File: config.mk
export PLATFORM = sky130hd
export DESIGN_NAME = chase_sequencer
export DESIGN_NICKNAME = d
export VERILOG_FILES = /design/src/rtl/chase_sequencer.sv
export SDC_FILE = /design/constraint.sdc
export NUM_CORES = 1
export LEC_CHECK = 0
export BUFFER_PORTS_ARGS = -buffer_cell sky130_fd_sc_hd__clkbuf_2
export CAP_MARGIN = 5
export CORE_MARGIN = 2
export CORE_UTILIZATION = 37
export CTS_CLUSTER_DIAMETER = 30
export DETAILED_ROUTE_END_ITERATION = 8
export PLACE_DENSITY_LB_ADDON = 0.05
export SLEW_MARGIN = 10
export SYNTH_ARGS = -nofsm -noshare
export SYNTH_HDL_FRONTEND = slang
export SYNTH_SLANG_ARGS = --single-unit
File: constraint.sdc
create_clock -name clk -period 2.9 [get_ports clk]
set_input_delay 0.145 -clock clk [delete_from_list [all_inputs] [get_ports clk]]
set_output_delay 0.145 -clock clk [all_outputs]
set_load 0.01 [all_outputs]
File: src/rtl/chase_sequencer.sv
// Chasing-LED sequencer: prescaled step timing, wrap/ping-pong position walk and lap counting.
// Define CHASE_TRAIL_EN to show a three-LED comet (pos plus the two previous positions) on led.
module chase_sequencer #(
   parameter int unsigned CLK_DIV_BASE = 4,
   parameter int unsigned N_LEDS       = 16,
   parameter int unsigned SPEED_W      = 8
) (
   input  logic                      clk,
   input  logic                      reset,
   input  logic                      stop,
   input  logic [SPEED_W-1:0]        speed,
   input  logic                      mode,
   output logic [N_LEDS-1:0]         led,
   output logic [$clog2(N_LEDS)-1:0] pos,
   output logic                      dir,
   output logic                      step,
   output logic [7:0]                laps
);

   localparam int unsigned POS_W = $clog2(N_LEDS);
   localparam int unsigned PRE_W = $clog2(CLK_DIV_BASE);
   localparam logic [POS_W-1:0] LAST_POS = POS_W'(N_LEDS - 1);
   localparam logic [PRE_W-1:0] PRE_MAX  = PRE_W'(CLK_DIV_BASE - 1);

   typedef enum logic [1:0] {StIdle, StRun, StPause} state_e;

   state_e             state_q, state_d;
   logic [PRE_W-1:0]   presc_q, presc_d;
   logic [SPEED_W-1:0] tick_q, tick_d;
   logic [SPEED_W-1:0] speed_q, speed_d;
   logic [POS_W-1:0]   pos_q, pos_d;
   logic               dir_q, dir_d;
   logic [7:0]         laps_q, laps_d;
   logic               step_q, step_d;
   logic               advance;

   always_comb begin
      state_d = state_q;
      presc_d = presc_q;
      tick_d  = tick_q;
      speed_d = speed_q;
      pos_d   = pos_q;
      dir_d   = dir_q;
      laps_d  = laps_q;
      step_d  = 1'b0;
      advance = 1'b0;

      unique case (state_q)
         StIdle: begin
            speed_d = speed;
            state_d = stop ? StPause : StRun;
         end
         StRun: begin
            // stop takes priority over a step due on the same cycle
            if (stop) begin
               state_d = StPause;
            end else if (presc_q == PRE_MAX) begin
               presc_d = '0;
               if (tick_q == speed_q) begin
                  tick_d  = '0;
                  advance = 1'b1;
               end else begin
                  tick_d = tick_q + SPEED_W'(1);
               end
            end else begin
               presc_d = presc_q + PRE_W'(1);
            end
         end
         StPause: begin
            if (!stop) state_d = StRun;
         end
         default: state_d = StIdle;
      endcase

      if (advance) begin
         step_d  = 1'b1;
         speed_d = speed;
         if (!mode) begin
            dir_d = 1'b0;
            if (pos_q == LAST_POS) begin
               pos_d  = '0;
               laps_d = laps_q + 8'd1;
            end else begin
               pos_d = pos_q + POS_W'(1);
            end
         end else if (!dir_q) begin
            // arriving from wrap mode at the top end bounces straight back down
            if (pos_q == LAST_POS) begin
               pos_d = LAST_POS - POS_W'(1);
               dir_d = 1'b1;
            end else begin
               pos_d = pos_q + POS_W'(1);
               dir_d = (pos_q == LAST_POS - POS_W'(1));
            end
         end else begin
            if (pos_q == '0) begin
               pos_d = POS_W'(1);
               dir_d = 1'b0;
            end else begin
               pos_d = pos_q - POS_W'(1);
               if (pos_q == POS_W'(1)) begin
                  dir_d  = 1'b0;
                  laps_d = laps_q + 8'd1;
               end
            end
         end
      end
   end

   always_ff @(posedge clk) begin
      if (reset) begin
         state_q <= StIdle;
         presc_q <= '0;
         tick_q  <= '0;
         speed_q <= '0;
         pos_q   <= '0;
         dir_q   <= 1'b0;
         laps_q  <= '0;
         step_q  <= 1'b0;
      end else begin
         state_q <= state_d;
         presc_q <= presc_d;
         tick_q  <= tick_d;
         speed_q <= speed_d;
         pos_q   <= pos_d;
         dir_q   <= dir_d;
         laps_q  <= laps_d;
         step_q  <= step_d;
      end
   end

`ifdef CHASE_TRAIL_EN
   logic [POS_W-1:0] trail1_q, trail2_q;
   logic [1:0]       trail_vld_q;

   always_ff @(posedge clk) begin
      if (reset) begin
         trail1_q    <= '0;
         trail2_q    <= '0;
         trail_vld_q <= '0;
      end else if (advance) begin
         trail1_q    <= pos_q;
         trail2_q    <= trail1_q;
         trail_vld_q <= {trail_vld_q[0], 1'b1};
      end
   end

   always_comb begin
      led         = '0;
      led[pos_q]  = 1'b1;
      if (trail_vld_q[0]) led[trail1_q] = 1'b1;
      if (trail_vld_q[1]) led[trail2_q] = 1'b1;
   end
`else
   always_comb begin
      led        = '0;
      led[pos_q] = 1'b1;
   end
`endif

   assign pos  = pos_q;
   assign dir  = dir_q;
   assign step = step_q;
   assign laps = laps_q;

endmodule

==> results of run 1 <==
[how the worst max path moves through the flow]
| stage | from | depth (start not counted) | endpoint | slack (ps) |
|---|---|---|---|---|
| 2_1_floorplan | pos[0] | 7 | laps[5] | 680 |
| 3_3_place_gp | pos[0] | 6 | laps[4] | 340 |
| 3_5_place_dp | pos[0] | 6 | laps[4] | 260 |
| 4_1_cts | pos[0] | 6 | laps[4] | 230 |
| 5_1_grt | pos[0] | 6 | laps[4] | 60 |
| 6_report | pos[0] | 6 | laps[4] | 260 |
[synth_stat cells (all sizes together), types with 6 or more instances]
| master | n |
|---|---|
| a21oi | 17 |
| and2 | 10 |
| buf | 8 |
| xor2 | 11 |
| nand3 | 9 |
| nand2 | 13 |
| mux2i | 12 |
| dfxtp | 34 |
| ha | 8 |
| o21ai | 12 |
| nor2 | 23 |
| and3 | 6 |
| nor3 | 8 |
| or3 | 6 |
| inv | 8 |
[power by group through the flow]
stage | sequential, W | clock (W) | combinational [W]
floorplan | 0.000494 | 0 | 0.0000480
global placement | 0.000496 | 0 | 0.0000616
detailed placement | 0.000496 | 0 | 0.0000616
CTS | 0.000485 | 0.000448 | 0.0000618
global route | 0.000487 | 0.000472 | 0.0000687
finish | 0.000485 | 0.000434 | 0.0000606
[cells in the final DEF (no fill, tap or decap), drive strengths merged, types with 2 or more instances in the layout]
cell and instances:
nor4 2, nand3 9, ha 8, dfxtp 34, nor3 8, xor2 11
nand2 13, xnor2 3, clkinv 2, and3 6, inv 8, or3 6
clkbuf 46, nand4 4, nor2 23, buf 3, or4 2, and2 10
o32ai 2, nand4b 2, o21ai 12, a21oi 17, mux2i 12
[per-stage QoR]
step | cells | instance area, sq um | utilization [%]
4_1_cts | 330 | 2240 | 44.3
6_report | 330 | 2240 | 44.3
5_1_grt | 330 | 2240 | 44.3
3_3_place_gp | 322 | 2130 | 42.2
3_5_place_dp | 322 | 2130 | 42.2
2_1_floorplan | 220 | 1900 | -
[registers in the layout, indices dropped and copies added, names as in the netlist]
register / cells
laps: 8
state_q: 2
speed_q: 8
dir: 1
step: 1
pos: 4
presc_q: 2
tick_q: 8
[kinds of logic (layout without fill, tap and decap cells)]
logic type                 Yosys count  in the layout  synth area share, %
adders and majority gates            8              8                 5.27
AOI/OAI and AO/OA                   40             40                 13.3
and+or+nand+nor                     92             92                 26.6
buffers and inverters               20             60                 6.25
xor gates and xnor gates            14             14                 6.45
DFF                                 34             34                 35.8
muxes                               12             12                 6.32
[cell type report]
class | instances | area (sq um)
Clock buffer | 5 | 68.8
Sequential cell | 34 | 681
Tap cell | 70 | 87.6
Clock inverter | 3 | 40.0
Timing Repair Buffer | 44 | 228
Multi-Input combinational cell | 166 | 1100
Fill cell | 515 | 2810
Inverter | 8 | 30.0
[routing by layer]
layer | wire, microns | GRT usage [%] | vias to the layer above
met5 | 0 | 0 | -
met4 | 53 | 5.26 | 0
met3 | 198 | 3.97 | 6
met2 | 1810 | 24.0 | 45
met1 | 1970 | 20.7 | 731
li1 | - | - | 861
==> impl_summary.log, run 1 <==
[metrics] width of the die: 75.7 microns
[metrics] Hold Slack: 61.3 ps
[metrics] post-cts sizing count: 0
[metrics] DR vias/cell: 4.98
[metrics] Combinational Power Share: 6.2%
[metrics] largest clock skew in the final design: 4.73 ps
[metrics] reg2reg path depth: 6
[metrics] most instantiated flip-flop cell in the synthesis netlist: sky130_fd_sc_hd__dfxtp_1
[metrics] Crit path largest cell delay: 540 ps
[metrics] switching portion of total power: 22.9%
[metrics] Layout area overhead: 17.6%
[metrics] Hold WC Path Type: in2reg
[metrics] RSZ-0062 raised after global routing: no
[metrics] io pins: 42
[metrics] warning count from the yosys run: 0
[metrics] sum of negative setup slack: 0 ps
[metrics] worst reg-to-reg setup slack: 260 ps
[metrics] number of optimization iterations in the first detailed-route pass: 4
[metrics] clock network fraction of total power: 44.3%
[metrics] clock tree from TritonCTS: done
[metrics] Reg2Reg Capture Point: laps[4]
[metrics] pin count of the biggest net entering global routing: 34
[metrics] DRC violations left: 0
[metrics] Slowest cell on crit path: sky130_fd_sc_hd__or4_1
[metrics] count of final setup violators: 0
[metrics] fraction of synthesis flops using an asynchronous set or reset pin: 0%
[metrics] share of Yosys cell area claimed by the top area cell type: a little over a third
[metrics] Final Slew Violations: 0
[metrics] HPWL reported at the end of detailed placement: about 2800 microns
[metrics] antenna violations before repair: 0
[metrics] Critical R2R Launch: pos[0]
[metrics] Initial Util: 37.7%
[metrics] slew margin rel.: 53.2%
[metrics] ant diodes: 0
[metrics] timing-limited maximum frequency: 378 MHz
[metrics] CTS sink count: 34
[metrics] startpoint-to-endpoint class of the critical path: reg2reg
[metrics] Syn Std Cell Area: 1900 sq um
[metrics] count of flip-flops with a built-in enable after synthesis: 0
[metrics] static leakage power: 0.974 nW
[metrics] Die Footprint: roughly 5700 sq um
[metrics] routability cong.: 0.755
[metrics] # nets final: 279
[metrics] Routed WL per cell: between 10 and 15 microns
[metrics] fraction of final layout cells sized beyond drive strength 1: 24.2%
[metrics] hold_sp: stop
[metrics] post-synthesis cell type with the largest combined area: sky130_fd_sc_hd__dfxtp_1
[metrics] ranking of synthesized cells by area: sky130_fd_sc_hd__dfxtp_1 (36%), sky130_fd_sc_hd__mux2i_1 (6.3%), sky130_fd_sc_hd__ha_1 (5.3%)
[metrics] CP Buf/Inv Count: 0
[metrics] signal arrival time at the worst endpoint: 2850 ps
[metrics] first-pass GRT wire length: 6710 microns
[metrics] number of levels the H-tree was split into: 2
[metrics] max capacitance violation total: 0
[metrics] TritonCTS buffer count: 5
[metrics] Hold Violations, Final: 0
[metrics] critical path endpoint category: register
[metrics] transition at the pin with the smallest max-transition slack: about 700 ps
[metrics] sequential area share after synthesis: 35.8%
[metrics] clock-pin slew reported for the worst setup and hold paths after clock tree synthesis: about 70 ps
[metrics] Port-buffer cells: 41
[metrics] routed wire length: ~4000 microns
[metrics] Seq pwr share: 49.5%
[metrics] Switching Power: 0.000224 W
[metrics] count of hold-fix buffers inserted at cts: 0
[metrics] number of vias in the routed layout: 1643
[metrics] vias in the first global route: 1432
[metrics] Yosys reg bits: 34
[metrics] cells after synthesis: 220
[metrics] synthesized net count: 240
[metrics] average cell area after synthesis: around 8.6 sq um
[metrics] number of stages on the worst hold path: 2
[metrics] Top Family by Delay on Critical Path: simple AND/OR/NAND/NOR gates
[metrics] post-layout total power: 0.000980 W
[metrics] outcome: finished, final reports clean
[metrics] core outline area: 5040 sq um
[metrics] number of cell rows: 26
[metrics] final critical delay including setup and external delays: 2640 ps
[metrics] worst-skew pair later-pin latency: 290 ps
[metrics] distinct cell type count of the synthesized netlist: 42
[metrics] critical path, cell by cell: ha_1 -> or3b_4 -> o32ai_2 -> nand4_1 -> or4_1 -> a21oi_1
[metrics] power density over cell area: 438 nW/um^2
[metrics] buffer cell driving the clock tree root: sky130_fd_sc_hd__clkbuf_8
[metrics] Worst setup SP type: register
[metrics] WHS Endpoint: state_q[0]
[metrics] global router's overall resource usage: roughly 15%
[metrics] Iter 0 DRT Violations: 87
[metrics] Chip Height: 75.7 microns
[metrics] clk buf depth: 2
[metrics] internal power of the cells: ~0.00076 W
[metrics] count of antenna-violating nets left after detailed routing: 0
[metrics] number of buffers inserted by post-CTS setup repair: 0
[metrics] final period utilization: 91.1%
[metrics] total overflow reported by the global router: 0
[metrics] setup slack after layout: 258 ps
[metrics] worst-case vdd ir drop: 0.259 mV
[metrics] maximum fanout along the worst path: 12
[metrics] required time of the critical path: 3110 ps
[metrics] post-placement worst setup slack: 260 ps
Note: power is estimated with default switching activity, not from simulation.
==> run 2: changes to the inputs <==
GPL_TIMING_DRIVEN = 0   (was unset)
==> run 2 against run 1 <==
Register-to-register slack better by 190 ps. Die area did not move. Critical path type unchanged. Cell count grew 2.1%. Sequential cell count unchanged. Highest routed layer unchanged. Global-route usage increased by 0.89 points.
==> impl_summary.log, run 2 (synthesis gave the netlist of run 1 again) <==
[metrics] transition at the pin with the smallest max-transition slack: 662 ps
[metrics] TritonCTS buffer count: 5
[metrics] first-pass GRT wire length: 7130 microns
[metrics] count of final setup violators: 0
[metrics] final critical delay including setup and external delays: 2460 ps
[metrics] critical path endpoint category: register
[metrics] number of optimization iterations in the first detailed-route pass: 4
[metrics] vias in the first global route: 1539
[metrics] DRC violations left: 0
[metrics] power density over cell area: approximately 460 nW/um^2
[metrics] routability cong.: 0.735
[metrics] max capacitance violation total: 0
[metrics] maximum fanout along the worst path: 10
[metrics] outcome: finished, final reports clean
[metrics] worst-case vdd ir drop: ~0.23 mV
[metrics] sum of negative setup slack: 0 ps
[metrics] largest clock skew in the final design: 8.72 ps
[metrics] critical path, cell by cell: ha_1 -> or3b_4 -> o32ai_2 -> nand4_1 -> buf_6 -> or3_1 -> a21oi_1
[metrics] post-route standard cell area excluding fillers: between 2000 and 2500 sq um
[metrics] antenna violations before repair: 0
[metrics] buffer cell driving the clock tree root: sky130_fd_sc_hd__clkbuf_8
[metrics] Initial Util: 37.7%
[metrics] final period utilization: between 80% and 90%
[metrics] total overflow reported by the global router: 0
[metrics] number of vias in the routed layout: 1666
[metrics] slew margin rel.: 55.8%
[metrics] Crit path largest cell delay: 510 ps
[metrics] Chip Height: between 70 and 80 microns
[metrics] pin count of the biggest net entering global routing: 13
[metrics] worst-skew pair later-pin latency: 290 ps
[metrics] clk buf depth: 2
[metrics] commonest cells after routing, fill and taps aside: sky130_fd_sc_hd__clkbuf_2 (39), sky130_fd_sc_hd__dfxtp_1 (34), sky130_fd_sc_hd__nor2_1 (23)
[metrics] Cell Area, Placed: roughly 2200 sq um
[metrics] signal arrival time at the worst endpoint: 2680 ps
[metrics] post-cts sizing count: 0
[metrics] RSZ-0062 raised after global routing: no
[metrics] Hold WC Path Type: in2reg
[metrics] count of antenna-violating nets left after detailed routing: 0
[metrics] required time of the critical path: 3130 ps
[metrics] CTS sink count: 34
[metrics] Routed WL per cell: 12.4 microns
[metrics] clock-pin slew reported for the worst setup and hold paths after clock tree synthesis: roughly 80 ps
[metrics] global router's overall resource usage: between 10% and 20%
[metrics] Worst setup SP type: register
[metrics] final non-filler cell total: 337
[metrics] # nets final: 286
[metrics] number of levels the H-tree was split into: 2
[metrics] fraction of final layout cells sized beyond drive strength 1: 24.7%
[metrics] timing-limited maximum frequency: 407 MHz
[metrics] clock tree from TritonCTS: done
[metrics] commonest non-fill, non-tap cell in the layout: sky130_fd_sc_hd__clkbuf_2
[metrics] Slowest cell on crit path: sky130_fd_sc_hd__dfxtp_1
[metrics] number of cell rows: 26
[metrics] core outline area: between 5000 and 6000 sq um
[metrics] ant diodes: 0
[metrics] Port-buffer cells: 39
[metrics] CP Buf/Inv Count: 1
[metrics] Hold Violations, Final: 0
[metrics] static leakage power: 1.01 nW
[metrics] post-layout total power: 0.00107 W
[metrics] number of buffers inserted by post-CTS setup repair: 0
[metrics] Die Footprint: 5730 sq um
[metrics] Inst Count DP: 329
[metrics] startpoint-to-endpoint class of the critical path: reg2reg
[metrics] Top Family by Delay on Critical Path: simple AND/OR/NAND/NOR gates
[metrics] count of hold-fix buffers inserted at cts: 0
[metrics] Final Slew Violations: 0
[metrics] HPWL reported at the end of detailed placement: just over 3000 microns
[metrics] DR vias/cell: 4.94
[metrics] routed wire length: 4160 microns
[metrics] Iter 0 DRT Violations: 140
[metrics] Layout area overhead: 22.1%
[metrics] width of the die: around 76 microns
[metrics] io pins: 42
-- run 2: changes by cell type in the layout (fill, tap and decap cells not counted), sizes merged --
cell / change
clkbuf: +2
buf: +5
bufinv: +1
clkinv: -1
-- run 2: routing by layer --
layer  vias to the layer above  GRT usage [%]  wire length (microns)
li1                        872              -                      -
met1                       750           21.4                   2070
met2                        40           26.2                   1900
met3                         4           4.50                    158
met4                         0           4.68                     35
met5                         -              0                      0
-- run 2: cell type report --
class | count | area (sq um)
Inverter | 8 | 30.0
Buffer | 12 | 88.8
Fill cell | 545 | 2720
Timing Repair Buffer | 39 | 195
Multi-Input combinational cell | 166 | 1100
Tap cell | 70 | 87.6
Clock inverter | 3 | 68.8
Sequential cell | 34 | 681
Clock buffer | 5 | 68.8
-- run 2: stage by stage --
| stage | worst slack (ps) | utilization (%) | hold WS (ps) |
|---|---|---|---|
| 4_1_cts | 411 | 46.0 | 29.5 |
| 5_1_grt | 275 | 46.0 | 27.9 |
| 3_5_place_dp | 423 | 43.3 | 334 |
| 3_3_place_gp | 440 | 43.3 | 332 |
| 6_report | 443 | 46.0 | 36.0 |
| 2_1_floorplan | 682 | - | 223 |
-- run 2: power by group --
part	switching [W]	leakage, nW	internal, W
clock	0.000180	0.0683	0.000344
combinational	0.0000361	0.663	0.0000282
sequential	0.00000721	0.276	0.000477
total	0.000223	1.01	0.000850
-- run 2: final timing paths --
check	slack, ps	end	start	cells after the start
worst max register to register	440	laps[5]	pos[0]	7
worst min-delay path	40	tick_q[3]	reset	2
worst max-delay path	440	laps[5]	pos[0]	7
worst min register to register	500	laps[7]	laps[7]	2
-- run 2: worst reg2reg max path, stage by stage, from the launching register on --
cell and delay [ps]:
sky130_fd_sc_hd__dfxtp_1 510, sky130_fd_sc_hd__ha_1 250, sky130_fd_sc_hd__or3b_4 400, sky130_fd_sc_hd__o32ai_2 350, sky130_fd_sc_hd__nand4_1 210, sky130_fd_sc_hd__buf_6 210, sky130_fd_sc_hd__or3_1 340, sky130_fd_sc_hd__a21oi_1 130
